--- config.mk ---
export PLATFORM = sky130hd
export DESIGN_NAME = line_fill_demux_8b
export DESIGN_NICKNAME = d
export VERILOG_FILES = /design/src/rtl/cache_pkg.sv /design/src/rtl/byte_demux_1to32.sv /design/src/rtl/line_fill_demux_8b.sv
export SDC_FILE = /design/constraint.sdc
export NUM_CORES = 1
export LEC_CHECK = 0
export BUFFER_PORTS_ARGS = -buffer_cell sky130_fd_sc_hd__clkbuf_2
export CORE_UTILIZATION = 30
export DETAILED_ROUTE_END_ITERATION = 8
export PLACE_DENSITY = 0.58
export SLEW_MARGIN = 20
export SYNTH_ARGS = -nofsm -noshare
export SYNTH_HDL_FRONTEND = slang
export SYNTH_HIERARCHICAL = 1
export SYNTH_SLANG_ARGS = --single-unit
export TNS_END_PERCENT = 1
--- constraint.sdc ---
create_clock -name clk -period 9.8 [get_ports clk]
set_clock_uncertainty 0.2 [all_clocks]
set_input_delay 1.47 -clock clk [delete_from_list [all_inputs] [get_ports clk]]
set_output_delay 1.47 -clock clk [all_outputs]
set_load 0.02 [all_outputs]
--- src/rtl/cache_pkg.sv ---
// Shared cache-line definitions.
// Holds the line geometry constants, the line-fill FSM state encoding and a
// helper that extracts one byte lane from a packed 8*LINE_BYTES line vector.
package cache_pkg;

  localparam int LINE_BYTES = 32;
  localparam int OFF_W      = 5;   // log2(LINE_BYTES)
  localparam int WAY_W      = 2;   // 4 ways
  localparam int LINE_W     = 8 * LINE_BYTES;

  typedef enum logic [1:0] {
    IDLE   = 2'd0,
    FILL   = 2'd1,
    COMMIT = 2'd2
  } fill_state_t;

  // Byte k of a packed line lives in bits [8k+7:8k].
  function automatic logic [7:0] line_byte(input logic [LINE_W-1:0] line,
                                           input logic [OFF_W-1:0]  idx);
    return line[8*idx +: 8];
  endfunction

endpackage

--- src/rtl/byte_demux_1to32.sv ---
// Offset-to-lane one-hot byte-enable decoder (write-side inverse of the 32:1
// byte read mux).
// Ports:
//   en      - qualifies the decode; all lanes low when en=0
//   sel     - byte offset within the line
//   lane_en - one-hot lane enable, bit k set when en && sel==k
module byte_demux_1to32
  import cache_pkg::*;
(
  input  logic                  en,
  input  logic [OFF_W-1:0]      sel,
  output logic [LINE_BYTES-1:0] lane_en
);

  for (genvar gi = 0; gi < LINE_BYTES; gi++) begin : g_lane
    assign lane_en[gi] = en && (sel == OFF_W'(gi));
  end

endmodule

--- src/rtl/line_fill_demux_8b.sv ---
// Cache line refill assembler.
// Collects a 32-byte line from a byte-serial refill stream that starts at the
// critical byte and wraps, merges store bytes that arrive during the fill,
// then presents the whole line to the data array with a one-cycle write pulse.
// Ports:
//   clk, rst                       - clock, asynchronous active-high reset
//   fill_start, fill_way, fill_off - fill request, target way, critical offset
//   mem_valid, mem_data, mem_ready - refill byte stream handshake
//   st_valid, st_off, st_data      - store byte to merge during the fill
//   crit_valid, crit_data          - one-cycle critical-byte forward
//   line_we, line_way, line_out    - line write strobe, way and line data
//   busy                           - fill or commit in progress
module line_fill_demux_8b
  import cache_pkg::*;
(
  input  logic                  clk,
  input  logic                  rst,
  input  logic                  fill_start,
  input  logic [WAY_W-1:0]      fill_way,
  input  logic [OFF_W-1:0]      fill_off,
  input  logic                  mem_valid,
  input  logic [7:0]            mem_data,
  output logic                  mem_ready,
  input  logic                  st_valid,
  input  logic [OFF_W-1:0]      st_off,
  input  logic [7:0]            st_data,
  output logic                  crit_valid,
  output logic [7:0]            crit_data,
  output logic                  line_we,
  output logic [WAY_W-1:0]      line_way,
  output logic [LINE_W-1:0]     line_out,
  output logic                  busy
);

  fill_state_t           state, state_next;
  logic [WAY_W-1:0]      way_q;
  logic [OFF_W-1:0]      ptr;
  logic [OFF_W-1:0]      beat_cnt;
  logic [LINE_BYTES-1:0] mask;
  logic [LINE_BYTES-1:0] st_lane;
  logic [LINE_BYTES-1:0] rf_lane;
  logic                  in_fill;
  logic                  accept;
  logic                  first_beat;
  logic                  last_beat;
  logic                  start;
  logic [7:0]            crit_next;

  assign in_fill    = (state == FILL);
  assign start      = (state == IDLE) && fill_start;
  assign accept     = mem_valid && mem_ready;
  assign first_beat = accept && (beat_cnt == '0);
  assign last_beat  = accept && (beat_cnt == OFF_W'(LINE_BYTES - 1));

  // Next state and state-decoded outputs.
  always_comb begin
    state_next = state;
    mem_ready  = 1'b0;
    busy       = 1'b0;
    case (state)
      IDLE: begin
        if (fill_start) state_next = FILL;
      end
      FILL: begin
        mem_ready = 1'b1;
        busy      = 1'b1;
        if (last_beat) state_next = COMMIT;
      end
      COMMIT: begin
        busy       = 1'b1;
        state_next = IDLE;
      end
      default: state_next = IDLE;
    endcase
  end

  always_ff @(posedge clk or posedge rst) begin
    if (rst) state <= IDLE;
    else     state <= state_next;
  end

  byte_demux_1to32 u_st_demux (
    .en      (st_valid && in_fill),
    .sel     (st_off),
    .lane_en (st_lane)
  );

  byte_demux_1to32 u_rf_demux (
    .en      (accept),
    .sel     (ptr),
    .lane_en (rf_lane)
  );

  // Per-lane write priority: a store this cycle, else a refill beat unless a
  // store already claimed the lane earlier in the fill.
  for (genvar gi = 0; gi < LINE_BYTES; gi++) begin : g_buf
    logic [7:0] lane_q;
    always_ff @(posedge clk or posedge rst) begin
      if (rst)                           lane_q <= '0;
      else if (st_lane[gi])              lane_q <= st_data;
      else if (rf_lane[gi] && !mask[gi]) lane_q <= mem_data;
    end
    assign line_out[8*gi +: 8] = lane_q;
  end

  // The critical byte forward must report what the line will actually hold,
  // so a store (same cycle or earlier) to that offset takes precedence.
  always_comb begin
    if (st_lane[ptr])   crit_next = st_data;
    else if (mask[ptr]) crit_next = line_byte(line_out, ptr);
    else                crit_next = mem_data;
  end

  always_ff @(posedge clk or posedge rst) begin
    if (rst) begin
      way_q      <= '0;
      ptr        <= '0;
      beat_cnt   <= '0;
      mask       <= '0;
      crit_valid <= 1'b0;
      crit_data  <= '0;
      line_we    <= 1'b0;
      line_way   <= '0;
    end else begin
      crit_valid <= first_beat;
      line_we    <= last_beat;
      if (first_beat) crit_data <= crit_next;
      if (last_beat)  line_way  <= way_q;
      if (start) begin
        way_q    <= fill_way;
        ptr      <= fill_off;
        beat_cnt <= '0;
        mask     <= '0;
      end else if (in_fill) begin
        mask <= mask | st_lane | rf_lane;
        if (accept) begin
          ptr      <= ptr + OFF_W'(1);
          beat_cnt <= beat_cnt + OFF_W'(1);
        end
      end
    end
  end

endmodule
Word-level counts from Yosys, hierarchy flattened

Cells that the tools add are included.

Add/subtract/negate cells: 2
$mul: 0
Divide/modulo/power cells: 0
Magnitude comparators: 1
Eq/ne operators: 67
Shifts and indexed selects: 1
Muxes and demuxes: 83
Bitwise gates (word level): 2
Reductions and logical operators: 174

Operators with widths:

| cell                                                                 | count |
|---|---|
| 8-bit 2-to-1 mux                                                     | 66 |
| 256-bit by 9-bit indexed part select with 8-bit output               | 1 |
| 5-bit == test, second input constant                                 | 33 |
| 1-bit logical AND                                                    | 101 |
| 5-bit by 4-bit == test with 1-bit output, second input constant      | 16 |
| 2-bit nonzero test                                                   | 34 |
| 32-bit 2-to-1 mux                                                    | 2 |
| 32-bit OR                                                            | 2 |
| 5-bit by 3-bit == test with 1-bit output, second input constant      | 8 |
| 1-bit zero test                                                      | 32 |
| 5-bit 2-to-1 mux                                                     | 6 |
| 5-bit by 2-bit == test with 1-bit output, second input constant      | 4 |
| 5-bit zero test                                                      | 3 |
| 5-bit by 1-bit adder with 5-bit output, second input constant        | 2 |
| 1-bit binary-select mux with 5-bit select                            | 2 |
| 5-bit by 1-bit == test with 1-bit output, second input constant      | 2 |
| 5-bit by 6-bit < comparator with 1-bit output, second input constant | 1 |
| 1-bit 2-to-1 mux                                                     | 4 |
| 2-bit 2-to-1 mux                                                     | 2 |
| 2-bit one-hot mux with 2 select lines                                | 1 |
| 2-bit AND reduction                                                  | 2 |
| 2-bit by 1-bit == test with 1-bit output, second input constant      | 1 |
| 2-bit == test, second input constant                                 | 1 |
| 2-bit zero test                                                      | 1 |
| other kinds (3)                                                      | 3 |

Flip-flop bits (word level): 314
Latch bits: 0
Memory bits (writable): 0
ROM bits: 0
Input port bits: 33
Memories: 0

Depth between registers and ports, before layout

Word-level depth: 7
Mapped depth: 14

Hierarchy

Netlist, hierarchy kept.

By module, submodules not included:

| module             | instances | cells each | area an instance (um^2) | seq. area each (um^2) |
|---|---|---|---|---|
| line_fill_demux_8b | 1         | 1,739      | 17,216.5                | 7,857.5 |
| byte_demux_1to32   | 2         | 47         | 234.0                   | 0.0 |

Worst setup path after synthesis

No wires, ideal clock.

Path kind: input -> register
From: input mem_valid
To: register g_buf[3].lane_q[0]
Library setup time: 136 ps
Data arrival time: 3,512 ps
Data required time: 9,464 ps
Setup slack: 5,952 ps
Stages on the path: 9
Buffers on the path: 2
Path through: nand2_1 -> inv_2 -> clkbuf_1 -> or4b_4 -> nor2_1 -> nor2b_1 -> clkbuf_1 -> mux2i_1 -> o21ai_0

Word-level cells in the longest chain between the ends: 4

Ends and longest elaborated chain:

| what                                | line                      | RTL |
|---|---|---|
| start, declared                     | line_fill_demux_8b.sv:21  | `input logic mem_valid,` |
| 1-bit logical AND                   | line_fill_demux_8b.sv:51  | `assign accept = mem_valid && mem_ready;` |
| via accept                          | line_fill_demux_8b.sv:43  | `logic accept;` |
| 1-bit logical AND                   | byte_demux_1to32.sv:16    | `assign lane_en[gi] = en && (sel == OFF_W'(gi));` |
| via rf_lane[3]                      | line_fill_demux_8b.sv:41  | `logic [LINE_BYTES-1:0] rf_lane;` |
| 1-bit logical AND                   | line_fill_demux_8b.sv:101 | `else if (rf_lane[gi] && !mask[gi]) lane_q <= mem_data;` |
| 2-bit nonzero test (no source line) | n/a                       |  |
| end signal, assigned                | line_fill_demux_8b.sv:100 | `else if (st_lane[gi]) lane_q <= st_data;` |
| end signal, assigned                | line_fill_demux_8b.sv:101 |  |
| end, declared                       | line_fill_demux_8b.sv:97  | `logic [7:0] lane_q;` |

The timed path passes the listed nets, and every way through them passes these cells.
A chain may end at the register's enable or synchronous reset.

Worst setup path after layout

From: register state[1]
To: register crit_data[6]

Word-level cells in the longest chain between the ends: 6
Elaborated cells on any way between the ends: 40
Classes of those cells: 1 x eq/ne; 4 x mux; 35 x reduce/logical

Ends and longest elaborated chain:

| what                                      | line                      | RTL |
|---|---|---|
| start, declared                           | line_fill_demux_8b.sv:35  | `fill_state_t state, state_next;` |
| start signal, assigned                    | line_fill_demux_8b.sv:79  | `else state <= state_next;` |
| 2-bit by 1-bit == test with 1-bit output  | line_fill_demux_8b.sv:49  | `assign in_fill = (state == FILL);` |
| 1-bit logical AND                         | line_fill_demux_8b.sv:83  | `.en (st_valid && in_fill),` |
| 1-bit logical AND                         | byte_demux_1to32.sv:16    |  |
| via st_lane[0]                            | line_fill_demux_8b.sv:40  | `logic [LINE_BYTES-1:0] st_lane;` |
| 1-bit binary-select mux with 5-bit select | line_fill_demux_8b.sv:109 | `if (st_lane[ptr]) crit_next = st_data;` |
| 1-bit 2-to-1 mux (not written as such)    | line_fill_demux_8b.sv:109 |  |
| 8-bit 2-to-1 mux                          | line_fill_demux_8b.sv:109 |  |
| end signal, assigned                      | line_fill_demux_8b.sv:127 | `if (first_beat) crit_data <= crit_next;` |
| end, declared                             | line_fill_demux_8b.sv:28  | `output logic [7:0] crit_data,` |

The timed path passes the listed nets, and every way through them passes these cells. The select of a mux whose other input is x is not followed.

==> results.md <==
- Seq/Total Area, Yosys: between 40% and 50%
- Internal power: between 0.003 and 0.004 W
- CTS buffer count: 38
- Min Tclk post-route: ~4.7 ns
- MaxCap Viol Count: 0
- CTS root buf: clkbuf_16
- Hold_buf cts: 0
- Share of layout cells above drive strength 1: 21.6%
- Area growth, synth to finish: 16.9%
- Average wire per standard cell: around 25 um
- Mapped Area: 0.0177 mm2
- VDD IR-drop max: about 0.00014 V
- CP required: between 10 and 15 ns
- Clock latency on the worst-skew pair: 0.56 ns
- Vias in the first global route: about 14000
- PwrDens: 332 mW/mm2
- Max-slew violation count: 0
- Pre-antenna DRT Iters: 6
- Vias per Instance: ~5.5
- Syn avg cell area: approximately 9.6 um2
- GRT Total Usage: about 23%
- Crit end category: register
- Initial antenna violation count: 0
- Initial DRC count: ~1800
- Post-synth EDFFs: 0
- Total die area: approximately 0.060 mm2
- Num Clock Sinks: approximately 310
- Min-delay src: way_q[0]$_DFFE_PP0P_
- Post-synth ARST share: between 90% and 100%
- DRT Wirelength: 70500 um
- Clock slew at the register clock pins of the worst setup and hold paths: 0.06 ns
- Fmax: around 0.21 GHz
- Min-Delay Path Class: register to register
- GR Overflow Total: 0
- First-pass GRT wire length: 102000 um
- Nets: 2036
- Crit path from: state[1]$_DFFE_PP0P_
- Port bufs: roughly 300
- Setup violators final: 0
- Largest net degree at the start of global routing: approximately 160
- RSZ-0062 raised after global routing: false
- Num ports: ~300
- Antenna cells: 0
- Pre-CTS WS: about 4.7 ns
- Final ANT Viol Nets: 0
- Relative slew slack: 21.3%
- Sum of negative setup slack: 0 ns
- Net Sw Frac: 46.8%
- Most used DFF post-synth: dfrtp_1
- Least-Margin Pin Slew: about 1.2 ns
- Net Sw Power: roughly 0.0032 W
- Clk pwr share: 19.9%
- CTS tree: yes
- Bufs on Longest Clock Path: 3
- H-tree depth: 2
- R2R Path Start: state[1]$_DFFE_PP0P_
- Reg2reg setup slack: 5.12 ns
- Die Ht: between 200 and 250 um
- Max Fanout on Critical Path: 37
- CP arrival: around 5 ns
- Final hold violation count: 0
- Starting Density: a little under a third
- Net Count, Synth: 1873
- WS Path Type: register to register
- Yosys cell types: 48
- Post-CTS Resized: 0
- Worst Slack Setup Final: between 5 and 6 ns
- Hpwl dp: 49000 um
- Seq cells post-synth: 314
- Startpoint Class: register
- Postcts setup bufs: 0
- Die width: around 240 um
- # DRC: 0
- Final worst-path cycle share: between 40% and 50%
- Gate count of the mapped netlist: approximately 1800
- CORE AREA: slightly below 0.06 mm2
- Final weighted congestion in routability-driven placement: about 0.93
- Vias: roughly 15000
- Row count: 88
- Leakage: 9.55 nW
- Status: complete, no violations
- Combinational share of power: between 40% and 50%
- Register share of total power: about a third
- Number of synthesis warnings: 6
[kinds of logic after synthesis]
kind of cell | count (synthesis) | share of synthesized area [%]
fa+ha+maj | 7 | 0.495
xor+xnor | 7 | 0.347
flops | 314 | 44.4
compound gates | 437 | 13.6
mux | 397 | 25.0
buf+inv | 240 | 5.69
simple gates | 431 | 10.5
[final timing paths]
| path | endpoint | cells past startpoint |
|---|---|---|
| max | crit_data[6]$_DFFE_PP0P_ | 12 |
| min | line_way[0]$_DFFE_PP0P_ | 1 |
| max reg2reg | crit_data[6]$_DFFE_PP0P_ | 12 |
| min reg2reg | line_way[0]$_DFFE_PP0P_ | 1 |
| max in group asynchronous | ptr[1]$_DFFE_PP0P_ | 3 |
| min in group asynchronous | g_buf[8].lane_q[6]$_DFFE_PP0P_ | 2 |
[layout by cell type (no fill, tap or decap), drive strengths merged, types with 9 or more instances in the layout]
master and n:
a21oi 52, a22oi 51, a31oi 9, buf 21, clkbuf 362, dfrtp 314
inv 39, mux2i 355, mux4 34, nand2 296, nor2 69, nor2b 19
o21ai 306
[metrics by stage]
| step | hold slack (ns) | cell area [um2] | utilization [%] | power (W) | std cells |
|---|---|---|---|---|---|
| global placement | 0.281 | 19500 | 33.6 | 0.00544 | 2721 |
| floorplan | 0.274 | 17700 | - | 0.00414 | 1833 |
| finish | 0.302 | 20700 | 35.7 | 0.00687 | 2789 |
| global route | 0.332 | 20700 | 35.7 | 0.00718 | 2789 |
| detailed placement | 0.292 | 19500 | 33.6 | 0.00549 | 2721 |
| CTS | 0.304 | 20700 | 35.7 | 0.00687 | 2789 |
[flip-flops by register name, indices dropped and copies added (netlist names), 2 cells and up]
signal / count
ptr: 5
g_buf.lane_q: 256
mask: 32
crit_data: 8
line_way: 2
state: 2
way_q: 2
beat_cnt: 5
[critical path: stages, from the launching register on]
cell and delay [ns]:
dfrtp_1 0.38, inv_1 0.11, ha_1 0.15, buf_4 0.36
and2_1 0.37, or4b_4 0.56, nor2_1 0.86, mux2i_1 0.23
a22oi_1 0.24, a311oi_1 0.17, nor4_2 0.67, a22oi_1 0.14
o21ai_1 0.14
[cells in the mapped netlist, drive strengths merged (2+ instances only)]
cell type,count,share of area [%]
buf,43,1.5
mux2,8,0.51
mux4,34,4.4
xnor2,2,0.099
nand4,4,0.14
clkbuf,157,3.3
nand3,8,0.25
a21oi,52,1.5
xor2,5,0.25
a211oi,8,0.34
a31oi,9,0.32
nor2b,19,0.67
ha,7,0.50
o221ai,8,0.40
or4b,2,0.16
mux2i,355,20
nand2b,7,0.25
or3,2,0.071
o21ai,306,8.7
nand4bb,6,0.38
and2,3,0.11
nand4b,6,0.30
nand2,296,6.3
inv,40,0.85
a22oi,51,2.2
or2,3,0.11
nor2,69,1.5
dfrtp,314,44
[area by class of cell]
| type | instances | area [um2] |
|---|---|---|
| Multi-Input combinational cell | 1279 | 8840 |
| Clock inverter | 8 | 42.5 |
| Inverter | 40 | 154 |
| Clock buffer | 60 | 1140 |
| Timing Repair Buffer | 323 | 1680 |
| Tap cell | 765 | 957 |
| Sequential cell | 314 | 7860 |
| Fill cell | 5865 | 37200 |
[power by group through the flow]
stage / combinational (W) / clock (W) / sequential [W]
4_1_cts: 0.00309 / 0.00139 / 0.00239
3_5_place_dp: 0.00307 / 0 / 0.00241
5_1_grt: 0.00328 / 0.00144 / 0.00246
6_report: 0.00309 / 0.00137 / 0.00241
2_1_floorplan: 0.00145 / 0 / 0.00269
3_3_place_gp: 0.00304 / 0 / 0.00240
[per-layer routing]
| metal | vias up | GRT usage (%) | share of wire, % |
|---|---|---|---|
| met5 | - | 0 | 0 |
| met4 | 0 | 6.40 | 2.4 |
| met3 | 94 | 4.30 | 9.5 |
| met2 | 845 | 36.2 | 46 |
| met1 | 7542 | 32.1 | 42 |
| li1 | 6730 | - | - |
(Power assumes the default switching activity.)
